## config.mk

```make
export PLATFORM = sky130hd
export DESIGN_NAME = ex_mem_pipe_reg
export DESIGN_NICKNAME = d
export VERILOG_FILES = /design/src/rtl/ex_mem_pipe_reg_pkg.sv /design/src/rtl/ex_mem_pipe_reg_sat_counter.sv /design/src/rtl/ex_mem_pipe_reg.sv
export SDC_FILE = /design/constraint.sdc
export NUM_CORES = 1
export LEC_CHECK = 0
export CAP_MARGIN = 20
export CORE_MARGIN = 2
export CORE_UTILIZATION = 35
export DETAILED_ROUTE_END_ITERATION = 8
export PLACE_DENSITY = 0.76
export SYNTH_ARGS = -nofsm -noshare
export SYNTH_HDL_FRONTEND = slang
export SYNTH_SLANG_ARGS = --single-unit
```

## constraint.sdc

```tcl
create_clock -name clk -period 1.65 [get_ports clk]
set_clock_uncertainty 0.15 [all_clocks]
set_input_delay 0.33 -clock clk [delete_from_list [all_inputs] [get_ports clk]]
set_output_delay 0.33 -clock clk [all_outputs]
set_load 0.005 [all_outputs]
```

## src/rtl/ex_mem_pipe_reg_pkg.sv

```systemverilog
// ---------------------------------------------------------------------------
// ex_mem_pipe_reg_pkg
// Shared types and constants for the EX->MEM pipeline register.
//   ex_mem_ctrl_t : packed bundle of the control bits carried EX->MEM
//   BR_EQ / BR_NE : encodings of the br_ne input (branch on zero / not zero)
// ---------------------------------------------------------------------------
package ex_mem_pipe_reg_pkg;

   typedef struct packed {
      logic memtoreg;
      logic reg_write;
      logic mem_read;
      logic mem_write;
      logic jump;
      logic halt;
      logic word_en;
      logic ld_en;
   } ex_mem_ctrl_t;

   localparam logic BR_EQ = 1'b0;
   localparam logic BR_NE = 1'b1;

endpackage : ex_mem_pipe_reg_pkg

```

## src/rtl/ex_mem_pipe_reg_sat_counter.sv

```systemverilog
// ---------------------------------------------------------------------------
// sat_counter
// Up-counter that sticks at all-ones instead of wrapping.
//   clk   : rising-edge clock
//   rst   : synchronous reset, active-high, clears count
//   inc   : add one this edge (ignored once saturated)
//   count : current value, CNT_W bits
// ---------------------------------------------------------------------------
module sat_counter #(
   parameter int CNT_W = 8
) (
   input  logic             clk,
   input  logic             rst,
   input  logic             inc,
   output logic [CNT_W-1:0] count
);

   // NOTE: state is written with non-blocking assignments so every register
   // samples its inputs from before the edge, regardless of statement order.
   always_ff @(posedge clk) begin
      if (rst) begin
         count <= '0;
      end else if (inc && (count != '1)) begin
         count <= count + CNT_W'(1);
      end
   end

endmodule : sat_counter

```

## src/rtl/ex_mem_pipe_reg.sv

```systemverilog
// ---------------------------------------------------------------------------
// ex_mem_pipe_reg
// EX->MEM pipeline register with valid bit, stall/flush, BEQ/BNE branch
// resolution, sticky halt and a saturating taken-branch counter.
// Edge priority: rst > flush > (stall | halted) > load.
// Ports:
//   clk, rst                 clock, synchronous active-high reset
//   stall, flush             hold the stage / insert a bubble
//   in_valid                 EX entry is a real instruction
//   memtoreg .. ld_en        control bits, registered as <ctrl>_reg
//   branch, br_ne, zero      branch resolution inputs -> pcsrc
//   pc_branch, alu_out,
//   reg_out, instr_rd        datapath, registered as <name>_reg
//   valid_reg                MEM entry valid
//   pcsrc                    registered branch-taken (level while held)
//   halted                   sticky, set when a valid halt reaches MEM
//   br_taken_cnt             saturating count of taken branches
// ---------------------------------------------------------------------------
module ex_mem_pipe_reg
   import ex_mem_pipe_reg_pkg::*;
#(
   parameter int DATA_W = 16,
   parameter int PC_W   = 16,
   parameter int RD_W   = 3,
   parameter int CNT_W  = 8
) (
   input  logic              clk,
   input  logic              rst,
   input  logic              stall,
   input  logic              flush,
   input  logic              in_valid,
   input  logic              memtoreg,
   input  logic              reg_write,
   input  logic              mem_read,
   input  logic              mem_write,
   input  logic              branch,
   input  logic              br_ne,
   input  logic              zero,
   input  logic              jump,
   input  logic              halt,
   input  logic              word_en,
   input  logic              ld_en,
   input  logic [PC_W-1:0]   pc_branch,
   input  logic [DATA_W-1:0] alu_out,
   input  logic [DATA_W-1:0] reg_out,
   input  logic [RD_W-1:0]   instr_rd,
   output logic              valid_reg,
   output logic              memtoreg_reg,
   output logic              reg_write_reg,
   output logic              mem_read_reg,
   output logic              mem_write_reg,
   output logic              jump_reg,
   output logic              halt_reg,
   output logic              word_en_reg,
   output logic              ld_en_reg,
   output logic              pcsrc,
   output logic [PC_W-1:0]   pc_branch_reg,
   output logic [DATA_W-1:0] alu_out_reg,
   output logic [DATA_W-1:0] reg_out_reg,
   output logic [RD_W-1:0]   instr_rd_reg,
   output logic              halted,
   output logic [CNT_W-1:0]  br_taken_cnt
);

   ex_mem_ctrl_t ctrl_in;
   ex_mem_ctrl_t ctrl_q;
   logic         hold;
   logic         load;
   logic         cond_met;
   logic         pcsrc_d;

   assign ctrl_in = '{memtoreg:  memtoreg,
                      reg_write: reg_write,
                      mem_read:  mem_read,
                      mem_write: mem_write,
                      jump:      jump,
                      halt:      halt,
                      word_en:   word_en,
                      ld_en:     ld_en};

   // A reached halt freezes the stage exactly like an external stall.
   assign hold     = stall | halted;
   assign load     = ~flush & ~hold;
   assign cond_met = (br_ne == BR_EQ) ? zero : ~zero;
   assign pcsrc_d  = in_valid & branch & cond_met;

   always_ff @(posedge clk) begin
      if (rst) begin
         valid_reg     <= 1'b0;
         ctrl_q        <= '0;
         pcsrc         <= 1'b0;
         halted        <= 1'b0;
         pc_branch_reg <= '0;
         alu_out_reg   <= '0;
         reg_out_reg   <= '0;
         instr_rd_reg  <= '0;
      end else if (flush) begin
         // NOTE: a bubble only needs its valid/control bits cleared; the
         // datapath registers keep their old contents since nothing downstream
         // acts on them while valid_reg=0. halted is deliberately untouched.
         valid_reg <= 1'b0;
         ctrl_q    <= '0;
         pcsrc     <= 1'b0;
      end else if (!hold) begin
         valid_reg     <= in_valid;
         // Gate every control with in_valid so a dead entry never writes
         // memory or the register file.
         ctrl_q        <= ctrl_in & {$bits(ex_mem_ctrl_t){in_valid}};
         pcsrc         <= pcsrc_d;
         pc_branch_reg <= pc_branch;
         alu_out_reg   <= alu_out;
         reg_out_reg   <= reg_out;
         instr_rd_reg  <= instr_rd;
         if (in_valid && halt) begin
            halted <= 1'b1;
         end
      end
   end

   assign memtoreg_reg  = ctrl_q.memtoreg;
   assign reg_write_reg = ctrl_q.reg_write;
   assign mem_read_reg  = ctrl_q.mem_read;
   assign mem_write_reg = ctrl_q.mem_write;
   assign jump_reg      = ctrl_q.jump;
   assign halt_reg      = ctrl_q.halt;
   assign word_en_reg   = ctrl_q.word_en;
   assign ld_en_reg     = ctrl_q.ld_en;

   // Counts on the same edge that loads a new pcsrc=1.
   sat_counter #(
      .CNT_W (CNT_W)
   ) u_br_cnt (
      .clk   (clk),
      .rst   (rst),
      .inc   (load & pcsrc_d),
      .count (br_taken_cnt)
   );

endmodule : ex_mem_pipe_reg
```

## Word level (Yosys, flattened, before mapping)

Index checks and enable logic that the tools add are counted.

- Output and inout bits: 70
- Register bits: 70
- Input bits: 67
- Word-level logic and storage cells: 33

- Bitwise logic cells: 9
- Reduce and logical (&&, ||, !) cells: 5
- Equal/unequal tests: 1
- Muxes and demuxes: 1
- Add/sub/neg operators: 1

Operators with widths:

| operator | number |
|---|---|
| adder 8 x 1 -> 8 bit (second input constant) | 1 |
| AND 8 bit | 1 |
| inequality test 8 bit (second input constant) | 1 |
| AND 1 bit | 4 |
| inverter 1 bit | 3 |
| AND reduction 3 bit | 1 |
| logical AND 1 bit | 2 |
| AND reduction 2 bit | 1 |
| OR reduction 2 bit | 1 |
| two-way mux 1 bit | 1 |
| bitwise OR 1 bit | 1 |

## Depth between registers and ports, before layout

- Depth in word-level cells: 5
- Depth in mapped cells: 5
- Mapped depth without buffers: 5

## Hierarchy

Synthesis repeated with hierarchy kept, for this count alone.

- Cells, all modules: 321
- Area total of the unflattened synthesis: 2627.5 um^2

Modules (own cells, without submodules):

| module | area each (um^2) | sequential area each (um^2) | times used | cells each |
|---|---|---|---|---|
| ex_mem_pipe_reg | 2197.1 | 1241.2 | 1 | 275 |
| sat_counter | 430.4 | 160.2 | 1 | 46 |

## Least setup slack after synthesis

No wires, ideal clock.

- Path kind: register -> register
- Start: reg halted
- End: reg u_br_cnt.count[7]
- Buffers on the path: 0
- Arrival: 1.498 ns
- Data required time: 1.384 ns
- Path slack: -0.115 ns
- Cell stages (with the launch flop): 5
- Clock period less this slack: 1.765 ns
- Library setup time: 0.116 ns
- Path through: dfxtp_1 -> nor3_4 -> nand4_1 -> or4_1 -> o211a_1

- Word-level cells in the longest chain between the ends: 5

Ends and longest elaborated chain:

| what | line | text |
|---|---|---|
| from (decl) | ex_mem_pipe_reg.sv:61 | `output logic halted,` |
| from (signal assigned) | ex_mem_pipe_reg.sv:92 | `halted <= 1'b0;` |
| from (signal assigned) | ex_mem_pipe_reg.sv:115 | `halted <= 1'b1;` |
| bitwise OR 1 bit | ex_mem_pipe_reg.sv:82 | `assign hold = stall \| halted;` |
| inverter 1 bit (no source line) | -- |  |
| AND 1 bit | ex_mem_pipe_reg.sv:83 | `assign load = ~flush & ~hold;` |
| AND 1 bit | ex_mem_pipe_reg.sv:135 | `.inc (load & pcsrc_d),` |
| logical AND 1 bit | ex_mem_pipe_reg_sat_counter.sv:23 | `end else if (inc && (count != '1)) begin` |
| to (signal assigned) | ex_mem_pipe_reg_sat_counter.sv:24 | `count <= count + CNT_W'(1);` |
| to (decl) | ex_mem_pipe_reg_sat_counter.sv:15 | `output logic [CNT_W-1:0] count` |

Every way passes these cells.
A chain may end at the register's enable or synchronous reset.

## Worst setup path after layout

- Start: in flush
- End: reg u_br_cnt.count[5]

- Word-level cells in the longest chain between the ends: 4

Ends and longest elaborated chain:

| what | line | text |
|---|---|---|
| from (decl) | ex_mem_pipe_reg.sv:30 | `input logic flush,` |
| inverter 1 bit (no source line) | -- |  |
| AND 1 bit | ex_mem_pipe_reg.sv:83 |  |
| AND 1 bit | ex_mem_pipe_reg.sv:135 |  |
| logical AND 1 bit | ex_mem_pipe_reg_sat_counter.sv:23 |  |

Every way passes these cells.

==> run summary <==
status - finished with violations
failing checks - setup timing
final net count - 548
Post-synth top flop - dfxtp_1
layout overhead on the synthesized area - 77.21%
Total GRT Usage - 18.67%
met3 WL - 693 um
WHS - 140.2 ps
Yosys cell types - 26
Crit. End Element - flip-flop
maximum vdd drop - 0.7714 mV
die height - 89.40 um
Worst Path Required - 1770 ps
Final Hold Vio Count - 0
RD Place Congestion - 0.7837
Residual DRC - 0
Gate power share - 12.4%
number of core rows - 31
synthesized cell area - 2552 um^2
unrepaired setup endpoints after global routing - true
Antenna diodes - 0
syn_nets - 389
worst min-delay path category - input port to flip-flop
Area after DPL - 4110 um^2
total wire length - 7749 um
Reg power frac - 45.0%
max-cap viol count - 0
number of flops mapped to enable cells by yosys - 0
max frequency - 585.3 MHz
Leakage - 0.002015 uW
sequential-to-total area share from yosys stat - 54.90%
final cell count without fillers - 584
largest net degree at the start of global routing - 54
die area - 7991 um^2
Hold Startpoint - rst
Worst R2R Setup Slack - -40 ps
core area - 7137 um^2
Final setup viols - 6
Clk pwr share - 42.6%
gr ovfl total - 0
H-tree Lvls - 3
fraction of layout instances using a drive strength above 1 - 16.49%
Hold Path Depth - 2
number of global-route vias before repair - 2665
Routed met2 length - 3731 um
delay-heaviest family, CP - simple AND/OR/NAND/NOR gates
CP bufs+invs - 2
DR WL/cell - 13.27 um
Root Buffer Master - clkbuf_8
width of the die - 89.40 um
setup ws final - -58.58 ps
clk buf depth - 2
starting density of the core - 35.76%
CTS tree - built
minimum clock period after layout - 1709 ps
Fillers - 645
Worst Hold Endpoint - u_br_cnt.count[5]
DR vias/cell - 4.745
#FFs+latches synth - 70
Slew @ Worst Pin - 538.0 ps
Crit Reg-Reg Endpoint - u_br_cnt.count[5]
register area - 1428 um^2
Crit-path slowest cell - or4_1
Critical R2R Launch - halted
Gate Count Post-Synth - 321
critical path startpoint category - input port
Clock Latency Late Sink - 340 ps
drt initial violations - 76
hpwl dp - 5020 um
share of synthesized registers carrying an async set or reset - 0%
yosys warns - 0
P per Cell Area - 877.1 nW/um^2
initial antenna violation count - 0
Final Max Slew Viols - 0
wl on met1 - 3177 um
first-pass GRT wire length - 11700 um
clk sinks - 70
NetSw - 873.3 uW
WP depth - 6
placed cell count - 552
final period utilization - 103.6%
clk slew on worst S/H paths - 80 ps
crit path DAT - 1830 ps
top sig layer - met4
CTS Hold Bufs - 0
antenna-violating nets left - 0
routed vias - 2771
critical path class - input port to flip-flop
multi-input logic area - 1127 um^2
1st-pass router iterations - 4
worst reg-to-reg path cell count - 5
syn avg cell area - 7.952 um^2
number of port buffers - 136
Max transition margin - 64.13%
Crit Path Max Fanout - 3
critical path, cell by cell - dlygate4sd2_1, nor3_4, nand4_1, buf_4, or4_1, a21oi_1
I/O pins - 137
Num CTS Buffers - 9
final design area excluding fillers - 4523 um^2
Power Internal - 3094 uW
largest stage delay on the critical path - 460 ps
switching portion of total power - 22.01%
worst register-to-register path, delay by kind of cell (launching register included):
kind,cells,cell delay (ps)
compound gates,1,130
flops,1,340
simple gates,3,820
buf+inv,1,200
layout by cell type, fill, tap and decap left out, types with 2 or more instances in the layout:
master	instances
or2_2	2
dfxtp_1	51
or4_1	4
bufinv_16	3
clkbuf_8	10
clkdlybuf4s50_1	61
buf_6	5
o31ai_4	2
o21ai_0	3
dlygate4sd2_1	70
dfxtp_2	18
a21oi_1	66
dlymetal6s2s_1	3
or3_1	2
nand3_1	12
nand4_1	3
buf_4	26
buf_12	2
nor2_1	2
nand2_1	115
worst max path at each step:
stage	slack [ps]	from	endpoint
2_1_floorplan	3	flush	u_br_cnt.count[1]
3_3_place_gp	-490	flush	u_br_cnt.count[3]
3_5_place_dp	-530	zero	u_br_cnt.count[7]
4_1_cts	-130	halted	u_br_cnt.count[3]
5_1_grt	-140	halted	u_br_cnt.count[5]
6_report	-60	flush	u_br_cnt.count[5]
kinds of logic after synthesis:
logic type	Yosys count	synth area share, %
and+or+nand+nor	148	24.71
AOI/OAI and AO/OA	78	16.13
DFF	70	54.90
buffers and inverters	23	3.431
xor gates and xnor gates	1	0.3432
adders and majority gates	1	0.4901
final cells by class:
cell class / instances / share of cell area, %
clock inverter: 5 / 2.351
timing repair buffer: 170 / 35.21
clock buffer: 11 / 3.126
sequential: 70 / 31.56
tap: 99 / 2.739
inverter: 1 / 0.08299
multi-input combinational: 228 / 24.92
Yosys cell counts (2+ instances only):
| cell | instances | share of area, % |
|---|---|---|
| nand2_1 | 115 | 17 |
| nand4_1 | 3 | 0.74 |
| clkbuf_1 | 20 | 2.9 |
| nand3_1 | 13 | 2.5 |
| o21ai_0 | 4 | 0.78 |
| nor2_1 | 3 | 0.44 |
| dfxtp_1 | 70 | 55 |
| or2_2 | 2 | 0.49 |
| or3_1 | 3 | 0.74 |
| o31ai_1 | 3 | 0.88 |
| or4_1 | 4 | 1.2 |
| a21oi_1 | 67 | 13 |
layer usage:
layer / vias up / GRT usage [%]
li1: 1389 / -
met1: 1265 / 21.81
met2: 104 / 30.57
met3: 13 / 7.387
met4: 0 / 7.598
met5: - / 0
through the flow:
| step | utilization (%) | power (uW) | setup WS, ps | setup TNS [ps] |
|---|---|---|---|---|
| after floorplan | - | 1981 | 2.608 | 0 |
| after global placement | 57.59 | 2321 | -494.8 | -26030 |
| after detailed placement | 57.59 | 2329 | -531.6 | -28080 |
| after CTS | 61.90 | 4003 | -126.9 | -447.2 |
| after global routing | 63.38 | 4137 | -144.8 | -684.3 |
| final | 63.38 | 3967 | -58.58 | -241.9 |
timing repair:
action,CTS,global route
endpoints found under the setup margin,130,33
pin swaps,11,8
resized for setup,99,15
hold endpoints to repair,0,0
setup buffers,12,2
gates cloned,1,1
power by group through the flow:
stage               Combinational [uW]  Sequential (uW)  Clock, uW
finish                             492             1780       1690
floorplan                          150             1830          0
global route                       542             1790       1800
global placement                   500             1820          0
CTS                                485             1780       1730
detailed placement                 504             1820          0
No activity file was read; power rests on OpenSTA's default activity.
